$ cat config.mk
export PLATFORM = sky130hd
export DESIGN_NAME = qspi_read_ctrl_flat
export DESIGN_NICKNAME = d
export VERILOG_FILES = /design/src/rtl/qspi_read_ctrl_if.sv /design/src/rtl/qspi_read_ctrl.sv /design/src/flat_wrapper.sv
export SDC_FILE = /design/constraint.sdc
export NUM_CORES = 1
export LEC_CHECK = 0
export ABC_AREA = 1
export CORE_MARGIN = 5
export CORE_UTILIZATION = 30
export CTS_BUF_LIST = sky130_fd_sc_hd__clkbuf_2 sky130_fd_sc_hd__clkbuf_4 sky130_fd_sc_hd__clkbuf_8
export DETAILED_ROUTE_END_ITERATION = 8
export GPL_TIMING_DRIVEN = 0
export PLACE_DENSITY = 0.47
export SLEW_MARGIN = 20
export SYNTH_ARGS = -nofsm -noshare
export SYNTH_HDL_FRONTEND = slang
export SYNTH_SLANG_ARGS = --single-unit
$ cat constraint.sdc
create_clock -name sys_clk -period 1.9 [get_ports sys_clk]
set_input_delay 0.38 -clock sys_clk [delete_from_list [all_inputs] [get_ports sys_clk]]
set_output_delay 0.38 -clock sys_clk [all_outputs]
set_load 0.01 [all_outputs]
$ cat src/rtl/qspi_read_ctrl_if.sv
// Host request/response and QSPI pad signals of the quad-read sequencer.
// No storage or added latency; this only groups wires.
// There is no backpressure: requests are ignored while busy=1.
interface qspi_read_ctrl_if;
    // host side
    logic        req;
    logic [23:0] addr;
    logic [7:0]  len;
    logic        busy;
    logic [7:0]  rdata;
    logic        rvalid;
    logic        done;
    // pad side
    logic        spi_sck;
    logic        spi_csn;
    logic [3:0]  spi_sio_o;
    logic [3:0]  spi_sio_oe;
    logic [3:0]  spi_sio_i;

    // fabric / bench view: drives requests and the pad inputs
    modport master (
        output req, addr, len, spi_sio_i,
        input  busy, rdata, rvalid, done, spi_sck, spi_csn, spi_sio_o, spi_sio_oe
    );

    // controller view
    modport slave (
        input  req, addr, len, spi_sio_i,
        output busy, rdata, rvalid, done, spi_sck, spi_csn, spi_sio_o, spi_sio_oe
    );
endinterface

$ cat src/rtl/qspi_read_ctrl.sv
// Quad-SPI Fast Read Quad I/O sequencer: command, 24-bit address, dummy cells, then N bytes.
// Latency: CSN falls on the accept edge; each byte appears one edge after its low nibble is sampled.
// No backpressure: rvalid is a one-cycle strobe; req is ignored while busy=1 (no queue).
module qspi_read_ctrl #(
    parameter int          CLK_DIV   = 2,
    parameter int          DUMMY_CYC = 6,
    parameter int          CS_HIGH   = 4,
    parameter logic [7:0]  CMD       = 8'hEB
) (
    input  logic              sys_clk,
    input  logic              reset_n,
    qspi_read_ctrl_if.slave   bus
);

    typedef enum logic [2:0] {
        S_IDLE  = 3'd0,
        S_CMD   = 3'd1,
        S_ADDR  = 3'd2,
        S_DUMMY = 3'd3,
        S_DATA  = 3'd4,
        S_HOLD  = 3'd5
    } state_t;

    localparam int DIV_W  = (CLK_DIV > 1) ? $clog2(CLK_DIV) : 1;
    localparam int HOLD_W = (CS_HIGH > 1) ? $clog2(CS_HIGH) : 1;

    // sequencing state
    state_t              r_state,    w_state;
    logic [DIV_W-1:0]    r_div,      w_div;
    logic                r_phase,    w_phase;     // 0 = SCK low phase, 1 = high phase
    logic [7:0]          r_cell,     w_cell;      // cell index inside the current state
    logic [23:0]         r_shift,    w_shift;     // address, shifted out a nibble per cell
    logic [8:0]          r_bytes,    w_bytes;     // bytes still to read (1..256)
    logic [3:0]          r_nib,      w_nib;       // high nibble of the byte in flight
    logic [7:0]          r_byte,     w_byte;      // assembled byte waiting for the strobe
    logic                r_byte_rdy, w_byte_rdy;
    logic [HOLD_W-1:0]   r_hold,     w_hold;

    // registered outputs
    logic                r_busy,     w_busy;
    logic [7:0]          r_rdata,    w_rdata;
    logic                r_rvalid,   w_rvalid;
    logic                r_done,     w_done;
    logic                r_sck,      w_sck;
    logic                r_csn,      w_csn;
    logic [3:0]          r_sio_o,    w_sio_o;
    logic [3:0]          r_sio_oe,   w_sio_oe;

    logic                w_div_end;
    logic                w_cell_end;
    logic [2:0]          w_cmd_idx;

    assign w_div_end  = (r_div == DIV_W'(CLK_DIV - 1));
    assign w_cell_end = w_div_end && r_phase;
    // command bit presented in the cell following the current one
    assign w_cmd_idx  = 3'd6 - r_cell[2:0];

    // next-state and next-output logic; pad values change only at cell boundaries
    always_comb begin
        w_state    = r_state;
        w_div      = r_div;
        w_phase    = r_phase;
        w_cell     = r_cell;
        w_shift    = r_shift;
        w_bytes    = r_bytes;
        w_nib      = r_nib;
        w_byte     = r_byte;
        w_byte_rdy = 1'b0;
        w_hold     = r_hold;
        w_busy     = r_busy;
        w_rvalid   = r_byte_rdy;
        w_rdata    = r_byte_rdy ? r_byte : r_rdata;
        w_done     = 1'b0;
        w_sck      = r_sck;
        w_csn      = r_csn;
        w_sio_o    = r_sio_o;
        w_sio_oe   = r_sio_oe;

        case (r_state)
            S_IDLE: begin
                if (bus.req) begin
                    // CSN falls and the first low phase starts right away,
                    // so CS setup equals one low phase
                    w_state  = S_CMD;
                    w_shift  = bus.addr;
                    w_bytes  = (bus.len == 8'd0) ? 9'd256 : {1'b0, bus.len};
                    w_div    = '0;
                    w_phase  = 1'b0;
                    w_cell   = 8'd0;
                    w_busy   = 1'b1;
                    w_csn    = 1'b0;
                    w_sck    = 1'b0;
                    w_sio_oe = 4'b0001;
                    w_sio_o  = {3'b000, CMD[7]};
                end
            end

            S_CMD, S_ADDR, S_DUMMY, S_DATA: begin
                if (!w_div_end) begin
                    w_div = r_div + DIV_W'(1);
                end else begin
                    w_div = '0;
                    if (!r_phase) begin
                        w_phase = 1'b1;
                        w_sck   = 1'b1;
                    end else begin
                        // end of a high phase: SCK falls, input is sampled,
                        // and the next cell's output is launched
                        w_phase = 1'b0;
                        w_sck   = 1'b0;
                        w_cell  = r_cell + 8'd1;
                        case (r_state)
                            S_CMD: begin
                                if (r_cell == 8'd7) begin
                                    w_state  = S_ADDR;
                                    w_cell   = 8'd0;
                                    w_sio_oe = 4'b1111;
                                    w_sio_o  = r_shift[23:20];
                                end else begin
                                    w_sio_o  = {3'b000, CMD[w_cmd_idx]};
                                end
                            end
                            S_ADDR: begin
                                if (r_cell == 8'd5) begin
                                    // mode bits 0x00 on all four lanes
                                    w_state = S_DUMMY;
                                    w_cell  = 8'd0;
                                    w_sio_o = 4'b0000;
                                end else begin
                                    w_shift = r_shift << 4;
                                    w_sio_o = r_shift[19:16];
                                end
                            end
                            S_DUMMY: begin
                                w_sio_o = 4'b0000;
                                if (r_cell == 8'(DUMMY_CYC - 1)) begin
                                    w_state  = S_DATA;
                                    w_cell   = 8'd0;
                                    w_sio_oe = 4'b0000;
                                end else begin
                                    // only the two mode-bit cells are driven
                                    w_sio_oe = (r_cell == 8'd0) ? 4'b1111 : 4'b0000;
                                end
                            end
                            S_DATA: begin
                                if (r_cell == 8'd0) begin
                                    w_nib = bus.spi_sio_i;
                                end else begin
                                    w_cell     = 8'd0;
                                    w_byte     = {r_nib, bus.spi_sio_i};
                                    w_byte_rdy = 1'b1;
                                    w_bytes    = r_bytes - 9'd1;
                                    if (r_bytes == 9'd1) begin
                                        // CSN rises together with the last SCK fall
                                        w_state = S_HOLD;
                                        w_csn   = 1'b1;
                                        w_hold  = '0;
                                        w_done  = (CS_HIGH == 1);
                                    end
                                end
                            end
                            default: ;
                        endcase
                    end
                end
            end

            S_HOLD: begin
                if (r_hold == HOLD_W'(CS_HIGH - 1)) begin
                    w_state = S_IDLE;
                    w_busy  = 1'b0;
                end else begin
                    w_hold = r_hold + HOLD_W'(1);
                    w_done = ((int'(r_hold) + 1) == (CS_HIGH - 1));
                end
            end

            default: begin
                w_state = S_IDLE;
            end
        endcase
    end

    // state and output registers; reset aborts any transaction without a done pulse
    always_ff @(posedge sys_clk) begin
        if (!reset_n) begin
            r_state    <= S_IDLE;
            r_div      <= '0;
            r_phase    <= 1'b0;
            r_cell     <= 8'd0;
            r_shift    <= 24'd0;
            r_bytes    <= 9'd0;
            r_nib      <= 4'd0;
            r_byte     <= 8'd0;
            r_byte_rdy <= 1'b0;
            r_hold     <= '0;
            r_busy     <= 1'b0;
            r_rdata    <= 8'd0;
            r_rvalid   <= 1'b0;
            r_done     <= 1'b0;
            r_sck      <= 1'b0;
            r_csn      <= 1'b1;
            r_sio_o    <= 4'd0;
            r_sio_oe   <= 4'd0;
        end else begin
            r_state    <= w_state;
            r_div      <= w_div;
            r_phase    <= w_phase;
            r_cell     <= w_cell;
            r_shift    <= w_shift;
            r_bytes    <= w_bytes;
            r_nib      <= w_nib;
            r_byte     <= w_byte;
            r_byte_rdy <= w_byte_rdy;
            r_hold     <= w_hold;
            r_busy     <= w_busy;
            r_rdata    <= w_rdata;
            r_rvalid   <= w_rvalid;
            r_done     <= w_done;
            r_sck      <= w_sck;
            r_csn      <= w_csn;
            r_sio_o    <= w_sio_o;
            r_sio_oe   <= w_sio_oe;
        end
    end

    assign bus.busy       = r_busy;
    assign bus.rdata      = r_rdata;
    assign bus.rvalid     = r_rvalid;
    assign bus.done       = r_done;
    assign bus.spi_sck    = r_sck;
    assign bus.spi_csn    = r_csn;
    assign bus.spi_sio_o  = r_sio_o;
    assign bus.spi_sio_oe = r_sio_oe;

endmodule

$ cat src/flat_wrapper.sv
// flat-port wrapper written by rule: the top's interface ports become plain ports
module qspi_read_ctrl_flat 
#(
    parameter int          CLK_DIV   = 2,
    parameter int          DUMMY_CYC = 6,
    parameter int          CS_HIGH   = 4,
    parameter logic [7:0]  CMD       = 8'hEB
)
  (sys_clk, reset_n, bus_req, bus_addr, bus_len, bus_spi_sio_i, bus_busy, bus_rdata, bus_rvalid, bus_done, bus_spi_sck, bus_spi_csn, bus_spi_sio_o, bus_spi_sio_oe);
  qspi_read_ctrl_if bus_i ();
  input  logic sys_clk;
  input  logic reset_n;
  input wire logic [$bits(bus_i.req)-1:0] bus_req;
  input wire logic [$bits(bus_i.addr)-1:0] bus_addr;
  input wire logic [$bits(bus_i.len)-1:0] bus_len;
  input wire logic [$bits(bus_i.spi_sio_i)-1:0] bus_spi_sio_i;
  output wire logic [$bits(bus_i.busy)-1:0] bus_busy;
  output wire logic [$bits(bus_i.rdata)-1:0] bus_rdata;
  output wire logic [$bits(bus_i.rvalid)-1:0] bus_rvalid;
  output wire logic [$bits(bus_i.done)-1:0] bus_done;
  output wire logic [$bits(bus_i.spi_sck)-1:0] bus_spi_sck;
  output wire logic [$bits(bus_i.spi_csn)-1:0] bus_spi_csn;
  output wire logic [$bits(bus_i.spi_sio_o)-1:0] bus_spi_sio_o;
  output wire logic [$bits(bus_i.spi_sio_oe)-1:0] bus_spi_sio_oe;
  assign bus_i.req = bus_req;
  assign bus_i.addr = bus_addr;
  assign bus_i.len = bus_len;
  assign bus_i.spi_sio_i = bus_spi_sio_i;
  assign bus_busy = bus_i.busy;
  assign bus_rdata = bus_i.rdata;
  assign bus_rvalid = bus_i.rvalid;
  assign bus_done = bus_i.done;
  assign bus_spi_sck = bus_i.spi_sck;
  assign bus_spi_csn = bus_i.spi_csn;
  assign bus_spi_sio_o = bus_i.spi_sio_o;
  assign bus_spi_sio_oe = bus_i.spi_sio_oe;
  qspi_read_ctrl #(.CLK_DIV(CLK_DIV), .DUMMY_CYC(DUMMY_CYC), .CS_HIGH(CS_HIGH), .CMD(CMD)) u_core (.sys_clk(sys_clk), .reset_n(reset_n), .bus(bus_i));
endmodule
==> reports/qor.yml <==
placed_design:
  port_buffers: 58
  pre_cts_ws_ns: -0.215
  dpl.cell_count: 850
  dp_hpwl_um: 8840
  gp_congestion: 0.860
sta:
  relSlewSlack_pct: 55.3
  fin_hold_ws_ns: 0.399
  fin_ws_ns: 0.131
  skew_ns: 0.00985
  fin_crit_ns: 1.77
  setup-tns-final_ns: 0
  hold_viol_final: 0
  rsz0062_at_grt: "true"
  setup_viol: 0
  slew_viol_final: 0
  finalCritPeriodShare_pct: 93.1
  max_freq_mhz: 565
  tightestPinTransition_ns: 0.671
clock_tree:
  clkSlewWorstSetupHoldPaths_ns: 0.09
  ctsHoldBuffers: 0
  numCtsBuffers: 9
  cts_buffer_depth: 2
  clock-sinks: 79
  root_buffer: "clkbuf_8"
  clk_latency_ns: 0.37
  cts_tree: "built"
  cts-htree-levels: 3
cells_and_area:
  final_core_utilization_pct: 39.4
  drive_gt1_share_pct: 10.1
  final_nets: 734
  area_delta_synth_final_pct: 28.9
  instances_no_fill: 867
  n_antenna_cell: 0
  num-fill-cells: 1426
grt:
  grt_max_degree: 13
  overflow: 0
  grt_pass1_wl_um: 19800
  grt_pass1_vias: 3995
  antenna_found_initial: 0
  track_usage_pct: 15.4
drt:
  ant_nets: 0
  vias: 4017
  post-route-drc-count: 0
  first_pass_iters: 5
  wirelength_um: 11800
  drt-vias-per-instance: 4.63
  drt-initial-drc-count: 295
  post_drt_wl_per_cell_um: 13.7
synthesis:
  synth_async_sr_flop_share_pct: 0
  synth.area.top_cells: "dfxtp_1 39%, nand2_1 15%, nor2_1 12%, o21ai_0 8.3%, inv_1 4.6%"
  synth.avg_cell_area_um2: 6.54
  synthesis.instances: 616
  yosys-top-cells-count: "156 x nand2_1, 127 x nor2_1, 79 x dfxtp_1"
  synth_ff_type: "dfxtp_1"
  ys_seq_area_share_pct: 39.3
  synth_edf_count: 0
  post-synth-top-count-cell: "nand2_1"
  mappedNetlistNets: 663
  ys_types: 29
  synth_top_area_share_pct: 39.3
  synth_warnings: 0
  synth_seq_cells: 79
  yosysTopAreaCell: "dfxtp_1"
  syn-cell-area_um2: 4030
power:
  switching_power_mw: 3.65
  power_leakage_nw: 2.31
  ir_worst_vdd_uv: 518
  p_comb_share_pct: 51.9
  pwr-share-clk_pct: 19.5
  swShare_pct: 44.3
  internal-power_mw: 4.59
  p_per_area_nw_per_um2: 1590
  p_seq_share_pct: 28.6
setup_path:
  critPathMaxFanout: 10
  r2r-start: "u_core.r_state[0]"
  end_kind: "flip-flop"
  critPathLaunchType: "flip-flop"
  cp.required_ns: 2.16
  crit_type: "reg -> reg"
  startpoint: "u_core.r_state[0]"
  arrival_ns: 2.03
worst_hold_path:
  hold_start: "reset_n"
  hp-class: "in -> reg"
floorplanning:
  die_y_um: 126
  start_util_pct: 30.5
  die-area_um2: 15800
  coreArea_um2: 13200
  boundaryPins: 60
  row_count: 42
  die_x_um: 126
run_status:
  status: "finished, final reports clean"
flow_run:
  maxCapViolCount: 0
layout make-up:
type | count | area, um^2 | area share [%]
Multi-Input combinational cell | 460 | 2190 | 42.2
Sequential cell | 79 | 1590 | 30.7
Timing Repair Buffer | 60 | 596 | 11.5
Tap cell | 176 | 220 | 4.24
Inverter | 52 | 195 | 3.76
Clock buffer | 12 | 159 | 3.06
Buffer | 25 | 150 | 2.89
Clock inverter | 3 | 90.1 | 1.73
per-stage QoR:
stage	area (um^2)	total power [mW]
finish	5190	8.24
global route	5190	9.00
CTS	5100	8.14
detailed placement	4830	6.49
global placement	4830	6.48
floorplan	4030	5.23
per-layer routing:
| metal | share of wire, % | up-vias | global-route usage (%) |
|---|---|---|---|
| met2 | 43 | 83 | 23.7 |
| li1 | - | 2099 | - |
| met3 | 4.4 | 17 | 2.84 |
| met5 | 0 | - | 0 |
| met1 | 50 | 1818 | 21.2 |
| met4 | 2.3 | 0 | 6.56 |
sequential cells by signal, indices dropped and copies added, names as in the netlist, 2 cells and up:
name,count
u_core.r_shift,24
u_core.r_bytes,9
u_core.bus.rdata,8
u_core.r_byte,8
u_core.r_cell,8
u_core.bus.spi_sio_o,4
u_core.r_nib,4
u_core.r_state,3
u_core.bus.spi_sio_oe,2
u_core.r_hold,2
repair_timing:
action                                  in CTS  in global routing
pin swaps                                    0                  2
setup buffers                                0                  2
resized for setup                            7                 26
endpoints found under the hold margin        0                  0
endpoints found under the setup margin      51                 55
critical path, cell delays in order, from the launching register on:
cell and delay [ns]:
dfxtp_4 0.41, nor2_4 0.06, nand2_2 0.13, nand2_4 0.11
nor2_8 0.22, nor2_4 0.08, nor2_8 0.19, nand2_4 0.13
buf_6 0.16, nor2_1 0.10, nor2_1 0.05
power by group through the flow:
stage,logic [mW],registers [mW],clock network [mW]
2_1_floorplan,2.90,2.33,0
3_3_place_gp,4.12,2.36,0
3_5_place_dp,4.12,2.37,0
4_1_cts,4.16,2.34,1.65
5_1_grt,4.89,2.41,1.71
6_report,4.28,2.36,1.60
worst paths after layout:
check                              to  slack, ns  cells after the start
max reg2reg        u_core.r_shift[19]       0.13                     10
min reg2reg  u_core.bus.spi_sio_oe[0]       0.45                      2
max                u_core.r_shift[19]       0.13                     10
min               u_core.bus.rdata[6]       0.40                      3
logic make-up (layout without fill, tap and decap cells):
kind of cell | after synthesis | after routing | synth area share (%)
compound gates | 104 | 104 | 13.2
xor+xnor | 5 | 5 | 1.09
fa+ha+maj | 8 | 8 | 2.48
buf+inv | 77 | 152 | 8.29
flops | 79 | 79 | 39.3
simple gates | 343 | 343 | 35.7
layout by cell type (no fill, tap or decap), types with 2 or more instances in the layout:
| cell type | instances |
|---|---|
| dfxtp_4 | 2 |
| nand3b_1 | 3 |
| nand3_1 | 30 |
| inv_1 | 49 |
| or2_2 | 3 |
| xnor2_1 | 2 |
| ha_1 | 8 |
| dfxtp_2 | 3 |
| nand2_1 | 154 |
| nand2_2 | 4 |
| nor2_1 | 121 |
| inv_2 | 3 |
| nand4_1 | 4 |
| o21ai_0 | 65 |
| nand2_4 | 3 |
| nand3_2 | 4 |
| bufinv_16 | 3 |
| dfxtp_1 | 74 |
| nor4_1 | 2 |
| clkbuf_4 | 3 |
| buf_6 | 3 |
| a31oi_1 | 2 |
| clkbuf_1 | 9 |
| xor2_1 | 3 |
| clkdlybuf4s50_1 | 58 |
| clkbuf_8 | 11 |
| a21oi_1 | 26 |
| nor2_2 | 6 |
| o22ai_1 | 4 |
| nor3_1 | 2 |
| buf_2 | 6 |
| buf_4 | 7 |
| nor2_4 | 4 |
| nor2_8 | 2 |
| o21ai_1 | 5 |
Note: power is estimated with default switching activity, not from simulation.
